$ cat config.mk
export PLATFORM = sky130hd
export DESIGN_NAME = fetch_unit_flat
export DESIGN_NICKNAME = d
export VERILOG_FILES = /design/src/rtl/fetch_unit_pkg.sv /design/src/rtl/fetch_unit_if.sv /design/src/rtl/fetch_unit_pc_reg.sv /design/src/rtl/fetch_unit.sv /design/src/flat_wrapper.sv
export SDC_FILE = /design/constraint.sdc
export NUM_CORES = 1
export LEC_CHECK = 0
export CAP_MARGIN = 20
export CORE_MARGIN = 10
export CORE_UTILIZATION = 45
export CTS_BUF_LIST = sky130_fd_sc_hd__clkbuf_16
export DETAILED_ROUTE_END_ITERATION = 7
export HOLD_SLACK_MARGIN = 0.15
export PLACE_DENSITY = 0.82
export SLEW_MARGIN = 20
export SYNTH_ARGS = -nofsm -noshare
export SYNTH_HDL_FRONTEND = slang
export SYNTH_HIERARCHICAL = 1
export SYNTH_SLANG_ARGS = --single-unit
$ cat constraint.sdc
create_clock -name clk -period 6.76 [get_ports clk]
set_input_delay 1.352 -clock clk [delete_from_list [all_inputs] [get_ports clk]]
set_output_delay 1.352 -clock clk [all_outputs]
set_load 0.02 [all_outputs]
$ cat src/rtl/fetch_unit_pkg.sv
// Shared types and widths for the instruction fetch stage.
// State encodings are fixed so they line up with the rest of the CPU.
package fetch_unit_pkg;

  // CPU instruction word width.
  localparam int unsigned WORD_WIDTH = 32;

  typedef enum logic [1:0] {
    StFetch = 2'd0,
    StValid = 2'd1,
    StDrain = 2'd2
  } fetch_state_e;

  typedef enum logic [1:0] {
    PcHold = 2'd0,
    PcLoad = 2'd1,
    PcIncr = 2'd2
  } pc_sel_e;

  function automatic logic is_req_state(fetch_state_e st);
    return (st == StFetch) || (st == StDrain);
  endfunction

endpackage

$ cat src/rtl/fetch_unit_if.sv
// Fetch stage bus: redirect from execute, instruction memory req/ack, decode valid/ready.
// master is the fetch stage; slave is the memory/decode/execute side.
interface fetch_unit_if #(
  parameter int unsigned ADDR_WIDTH = 8,
  parameter int unsigned DATA_WIDTH = fetch_unit_pkg::WORD_WIDTH
);

  logic                  redirect_valid;
  logic [ADDR_WIDTH-1:0] redirect_pc;

  logic                  imem_req;
  logic [ADDR_WIDTH-1:0] imem_addr;
  logic                  imem_ack;
  logic [DATA_WIDTH-1:0] imem_rdata;

  logic                  out_valid;
  logic                  out_ready;
  logic [DATA_WIDTH-1:0] out_instr;
  logic [ADDR_WIDTH-1:0] out_pc;

  modport master (
    input  redirect_valid, redirect_pc,
    output imem_req, imem_addr,
    input  imem_ack, imem_rdata,
    output out_valid, out_instr, out_pc,
    input  out_ready
  );

  modport slave (
    output redirect_valid, redirect_pc,
    input  imem_req, imem_addr,
    output imem_ack, imem_rdata,
    input  out_valid, out_instr, out_pc,
    output out_ready
  );

endinterface

$ cat src/rtl/fetch_unit_pc_reg.sv
// Program counter register with hold / load / increment select.
// Increment wraps modulo 2^ADDR_WIDTH.
module fetch_unit_pc_reg
  import fetch_unit_pkg::*;
#(
  parameter int unsigned           ADDR_WIDTH = 8,
  parameter logic [ADDR_WIDTH-1:0] RESET_PC   = '0
) (
  input  logic                  clk,
  input  logic                  rst,
  input  pc_sel_e               sel,
  input  logic [ADDR_WIDTH-1:0] load_pc,
  output logic [ADDR_WIDTH-1:0] pc
);

  logic [ADDR_WIDTH-1:0] pc_q, pc_d;

  always_comb begin
    pc_d = pc_q;
    case (sel)
      PcLoad:  pc_d = load_pc;
      PcIncr:  pc_d = pc_q + ADDR_WIDTH'(1);
      default: pc_d = pc_q;
    endcase
  end

  always_ff @(posedge clk) begin
    if (rst) begin
      pc_q <= RESET_PC;
    end else begin
      pc_q <= pc_d;
    end
  end

  assign pc = pc_q;

endmodule

$ cat src/rtl/fetch_unit.sv
// Instruction fetch stage: owns the PC, reads instruction memory over req/ack and
// hands {instr, pc} to decode over valid/ready; accepts redirects from execute.
module fetch_unit
  import fetch_unit_pkg::*;
#(
  parameter int unsigned           ADDR_WIDTH = 8,
  parameter int unsigned           DATA_WIDTH = WORD_WIDTH,
  parameter logic [ADDR_WIDTH-1:0] RESET_PC   = '0
) (
  input logic            clk,
  input logic            rst,
  fetch_unit_if.master   bus
);

  fetch_state_e          state_q, state_d;
  logic [ADDR_WIDTH-1:0] pend_pc_q, pend_pc_d;
  logic                  out_valid_q, out_valid_d;
  logic [DATA_WIDTH-1:0] out_instr_q, out_instr_d;
  logic [ADDR_WIDTH-1:0] out_pc_q, out_pc_d;

  pc_sel_e               pc_sel;
  logic [ADDR_WIDTH-1:0] pc_load;
  logic [ADDR_WIDTH-1:0] pc;

  fetch_unit_pc_reg #(
    .ADDR_WIDTH (ADDR_WIDTH),
    .RESET_PC   (RESET_PC)
  ) u_pc_reg (
    .clk     (clk),
    .rst     (rst),
    .sel     (pc_sel),
    .load_pc (pc_load),
    .pc      (pc)
  );

  always_comb begin
    state_d     = state_q;
    pend_pc_d   = pend_pc_q;
    out_valid_d = out_valid_q;
    out_instr_d = out_instr_q;
    out_pc_d    = out_pc_q;
    pc_sel      = PcHold;
    pc_load     = bus.redirect_pc;

    case (state_q)
      StFetch: begin
        if (bus.imem_ack) begin
          if (bus.redirect_valid) begin
            pc_sel = PcLoad;
          end else begin
            out_valid_d = 1'b1;
            out_instr_d = bus.imem_rdata;
            out_pc_d    = pc;
            pc_sel      = PcIncr;
            state_d     = StValid;
          end
        end else if (bus.redirect_valid) begin
          // Request in flight: keep the address stable and remember the target.
          pend_pc_d = bus.redirect_pc;
          state_d   = StDrain;
        end
      end

      StDrain: begin
        if (bus.redirect_valid) begin
          pend_pc_d = bus.redirect_pc;
        end
        if (bus.imem_ack) begin
          pc_sel  = PcLoad;
          pc_load = bus.redirect_valid ? bus.redirect_pc : pend_pc_q;
          state_d = StFetch;
        end
      end

      StValid: begin
        // A transfer in the same cycle as a redirect still happens; decode squashes it.
        if (bus.redirect_valid) begin
          out_valid_d = 1'b0;
          pc_sel      = PcLoad;
          state_d     = StFetch;
        end else if (bus.out_ready) begin
          out_valid_d = 1'b0;
          state_d     = StFetch;
        end
      end

      default: begin
        out_valid_d = 1'b0;
        state_d     = StFetch;
      end
    endcase
  end

  always_ff @(posedge clk) begin
    if (rst) begin
      state_q     <= StFetch;
      pend_pc_q   <= '0;
      out_valid_q <= 1'b0;
      out_instr_q <= '0;
      out_pc_q    <= '0;
    end else begin
      state_q     <= state_d;
      pend_pc_q   <= pend_pc_d;
      out_valid_q <= out_valid_d;
      out_instr_q <= out_instr_d;
      out_pc_q    <= out_pc_d;
    end
  end

  // Gated by rst so an ack landing in the reset cycle has no request to answer.
  assign bus.imem_req  = is_req_state(state_q) && !rst;
  assign bus.imem_addr = pc;
  assign bus.out_valid = out_valid_q;
  assign bus.out_instr = out_instr_q;
  assign bus.out_pc    = out_pc_q;

endmodule

$ cat src/flat_wrapper.sv
// flat-port wrapper written by rule: the top's interface ports become plain ports
module fetch_unit_flat import fetch_unit_pkg::*;
#(
  parameter int unsigned           ADDR_WIDTH = 8,
  parameter int unsigned           DATA_WIDTH = WORD_WIDTH,
  parameter logic [ADDR_WIDTH-1:0] RESET_PC   = '0
)
  (clk, rst, bus_redirect_valid, bus_redirect_pc, bus_imem_req, bus_imem_addr, bus_imem_ack, bus_imem_rdata, bus_out_valid, bus_out_instr, bus_out_pc, bus_out_ready);
  fetch_unit_if #(.ADDR_WIDTH(ADDR_WIDTH), .DATA_WIDTH(DATA_WIDTH)) bus_i ();
  input logic clk;
  input logic rst;
  input wire logic [$bits(bus_i.redirect_valid)-1:0] bus_redirect_valid;
  input wire logic [$bits(bus_i.redirect_pc)-1:0] bus_redirect_pc;
  output wire logic [$bits(bus_i.imem_req)-1:0] bus_imem_req;
  output wire logic [$bits(bus_i.imem_addr)-1:0] bus_imem_addr;
  input wire logic [$bits(bus_i.imem_ack)-1:0] bus_imem_ack;
  input wire logic [$bits(bus_i.imem_rdata)-1:0] bus_imem_rdata;
  output wire logic [$bits(bus_i.out_valid)-1:0] bus_out_valid;
  output wire logic [$bits(bus_i.out_instr)-1:0] bus_out_instr;
  output wire logic [$bits(bus_i.out_pc)-1:0] bus_out_pc;
  input wire logic [$bits(bus_i.out_ready)-1:0] bus_out_ready;
  assign bus_i.redirect_valid = bus_redirect_valid;
  assign bus_i.redirect_pc = bus_redirect_pc;
  assign bus_imem_req = bus_i.imem_req;
  assign bus_imem_addr = bus_i.imem_addr;
  assign bus_i.imem_ack = bus_imem_ack;
  assign bus_i.imem_rdata = bus_imem_rdata;
  assign bus_out_valid = bus_i.out_valid;
  assign bus_out_instr = bus_i.out_instr;
  assign bus_out_pc = bus_i.out_pc;
  assign bus_i.out_ready = bus_out_ready;
  fetch_unit #(.ADDR_WIDTH(ADDR_WIDTH), .DATA_WIDTH(DATA_WIDTH), .RESET_PC(RESET_PC)) u_core (.clk(clk), .rst(rst), .bus(bus_i));
endmodule
==> results.sh <==
export IMPL_grt_pass1_wl_mm=10.9
export IMPL_synth_top_area_share_pct=47.3
export IMPL_finalHoldViolations=0
export IMPL_num_rows=27
export IMPL_crit_start="rst"
export IMPL_grt_usage_pct=15.2
export IMPL_tightest_slew_ps=865
export IMPL_grt_max_degree=63
export IMPL_hold_class="flop to flop"
export IMPL_arrival_ps=2660
export IMPL_whs_ps=453
export IMPL_post_route_period_util_pct=59.3
export IMPL_postCtsHoldBufs=0
export IMPL_vias_per_cell=5.16
export IMPL_grt_overflow=0
export IMPL_setup_viol=0
export IMPL_drt_iter0_drc=131
export IMPL_ys_async_sr_fraction_pct=0
export IMPL_dr_total_vias=2368
export IMPL_crit_slowest_cell="clkdlybuf4s50_1"
export IMPL_post_route_util_pct=68.1
export IMPL_critPathMaxStageDelay_ps=580
export IMPL_yosysUniqueCellTypes=41
export IMPL_die_area_um2=8930
export IMPL_cts_tree="done"
export IMPL_clk_latency_ps=320
export IMPL_fmax_ghz=0.249
export IMPL_synth_common_cells="nand2_1 (83), dfxtp_1 (59), a21oi_1 (53), o21ai_0 (10), mux2_2 (9)"
export IMPL_grt_pass1_vias=2275
export IMPL_io_pins=95
export IMPL_drive_above_1_share_pct=9.30
export IMPL_die_x_um=94.5
export IMPL_maxSlewHeadroom_pct=42.2
export IMPL_synth_most_common_cell="nand2_1"
export IMPL_syn_avg_cell_area_um2=8.41
export IMPL_hold_start="u_core/bus.out_instr[23]$_SDFFE_PP0P_"
export IMPL_ant_nets=0
export IMPL_finalNetCount=429
export IMPL_cts_root_buf="clkbuf_16"
export IMPL_dp_cells=443
export IMPL_layout_min_cycle_time_ps=4010
export IMPL_synth_ff_type="dfxtp_1"
export IMPL_crit_chain="buf_2 > buf_4 > nor2_1 > clkdlybuf4s50_1"
export IMPL_synth_edf_count=0
export IMPL_syn_cell_area_um2=2500
export IMPL_synthesis_nets=344
export IMPL_numCtsBuffers=9
export IMPL_syn2layout_area_growth_pct=48.2
export IMPL_place_congestion=0.846
export IMPL_cts_setup_buffers=0
export IMPL_powerDensity_nw_per_um2=268
export IMPL_synth_area_top_cells="dfxtp_1 (47%), nand2_1 (12%), a21oi_1 (11%), mux2_2 (4.1%), buf_6 (3.2%)"
export IMPL_drt_pass1_iter_count=4
export IMPL_timing_rr_start="u_core/state_q[0]$_SDFFE_PP0P_"
export IMPL_ys_seq_elements=59
export IMPL_rsz0062_at_grt="no"
export IMPL_ys_seq_area_share_pct=47.3
export IMPL_syn_inst=297
export IMPL_start_kind="primary input"
export IMPL_cp_required_ps=5410
export IMPL_fin_tns_setup_ps=0
export IMPL_wl_mm=7.10
export IMPL_ir_worst_vdd_uv=152
export IMPL_slew_violations=0
export IMPL_dieHeight_um=94.5
export IMPL_dp_final_hpwl_mm=4.97
export IMPL_critPathCaptureType="output pin"
export IMPL_portBuffers=94
export IMPL_clkSlewWorstSetupHoldPaths_ps=50
export IMPL_finalClockSkew_ps=5.40
export IMPL_crit_type="primary input to output pin"
export IMPL_post_route_drc_count=0
export IMPL_ys_warnings_count=6
export IMPL_p_leak_nw=1.30
export IMPL_avgRoutedWirePerCell_um=15.5
export IMPL_clock_sinks=59
export IMPL_start_util_pct=45.9
export IMPL_post_cts_resized=0
export IMPL_drv_cap=0
export IMPL_status="finished, final reports clean"
export IMPL_finalNonFillerCells=459
export IMPL_cp_max_fo=62
export IMPL_core_um2=5440
export IMPL_grt_antenna_before_repair=0
export IMPL_synth_top_cell_by_area="dfxtp_1"
export IMPL_clk_path_buf_depth=2
export IMPL_antenna_cells=0
export IMPL_cts_htree_levels=3
## logic make-up (layout without fill, tap and decap cells)
family	after synthesis	after routing	synth area share, %
AO/OA/AOI/OAI	81	81	18.2
AND/OR/NAND/NOR	118	118	22.4
buffers and inverters	27	117	6.71
multiplexers	10	10	4.46
adder cells (fa/ha/maj)	2	2	1.00
flip-flops	59	59	47.3
## through the flow
step	setup slack (ps)	power [mW]	area [um^2]
after floorplan	3420	0.466	2500
after global placement	2560	0.530	3400
after detailed placement	2510	0.533	3400
after CTS	2760	1.00	3700
after global routing	2650	1.03	3700
final	2750	0.994	3700
## critical path, delay by kind of cell
kind	cells	cell delay, ps
buffers and inverters	3	1160
and+or+nand+nor	1	130
## area by class of cell
cell class,count,area [um^2]
fill,455,1740
sequential,59,1180
multi-input combinational,211,1150
timing repair buffer,96,951
clock buffer,9,225
tap,72,90.1
clock inverter,7,82.6
inverter,5,23.8
## registers in the layout, indices dropped and copies added (netlist names)
register / count
u_core/u_pc_reg/pc: 8
u_core/bus.out_pc: 8
u_core/bus.out_valid: 1
u_core/pend_pc_q: 8
u_core/bus.out_instr: 32
u_core/state_q: 2
## layout by cell type, fill, tap and decap left out, types with 2 or more instances in the layout
cell type	synthesis	layout
ha_1	2	2
o211ai_1	2	2
a211oi_1	2	2
nand2_1	83	83
clkdlybuf4s50_1	0	93
bufinv_16	0	2
or3b_2	6	6
a31oi_1	3	3
a21oi_1	53	53
buf_4	0	2
mux2_2	9	9
nor2_1	5	5
or3b_1	2	2
clkbuf_16	0	9
a22oi_1	3	3
dfxtp_1	59	59
or4_1	2	2
o32ai_1	2	2
o21ai_0	10	10
clkinv_1	0	4
nand2b_1	4	4
nor2b_1	5	5
inv_1	4	4
## report_power, final
part | total [mW] | switching, mW | internal, mW
clock network | 0.467 | 0.151 | 0.317
logic | 0.142 | 0.0703 | 0.0718
registers | 0.384 | 0.0170 | 0.367
## final timing paths
kind	endpoint	cells past startpoint	slack (ps)
max reg2reg	u_core/u_pc_reg/pc[5]$_SDFFE_PP0P_	6	3940
min	u_core/bus.out_instr[23]$_SDFFE_PP0P_	2	450
min reg2reg	u_core/bus.out_instr[23]$_SDFFE_PP0P_	2	450
max	bus_imem_req	4	2750
## metal layers
layer,vias up,track usage (%),wire length (um)
met3,10,5.31,731
met4,0,7.11,105
met2,90,24.0,3220
li1,1194,-,-
met1,1074,18.2,3040
met5,-,0,0
(Power assumes the default switching activity.)
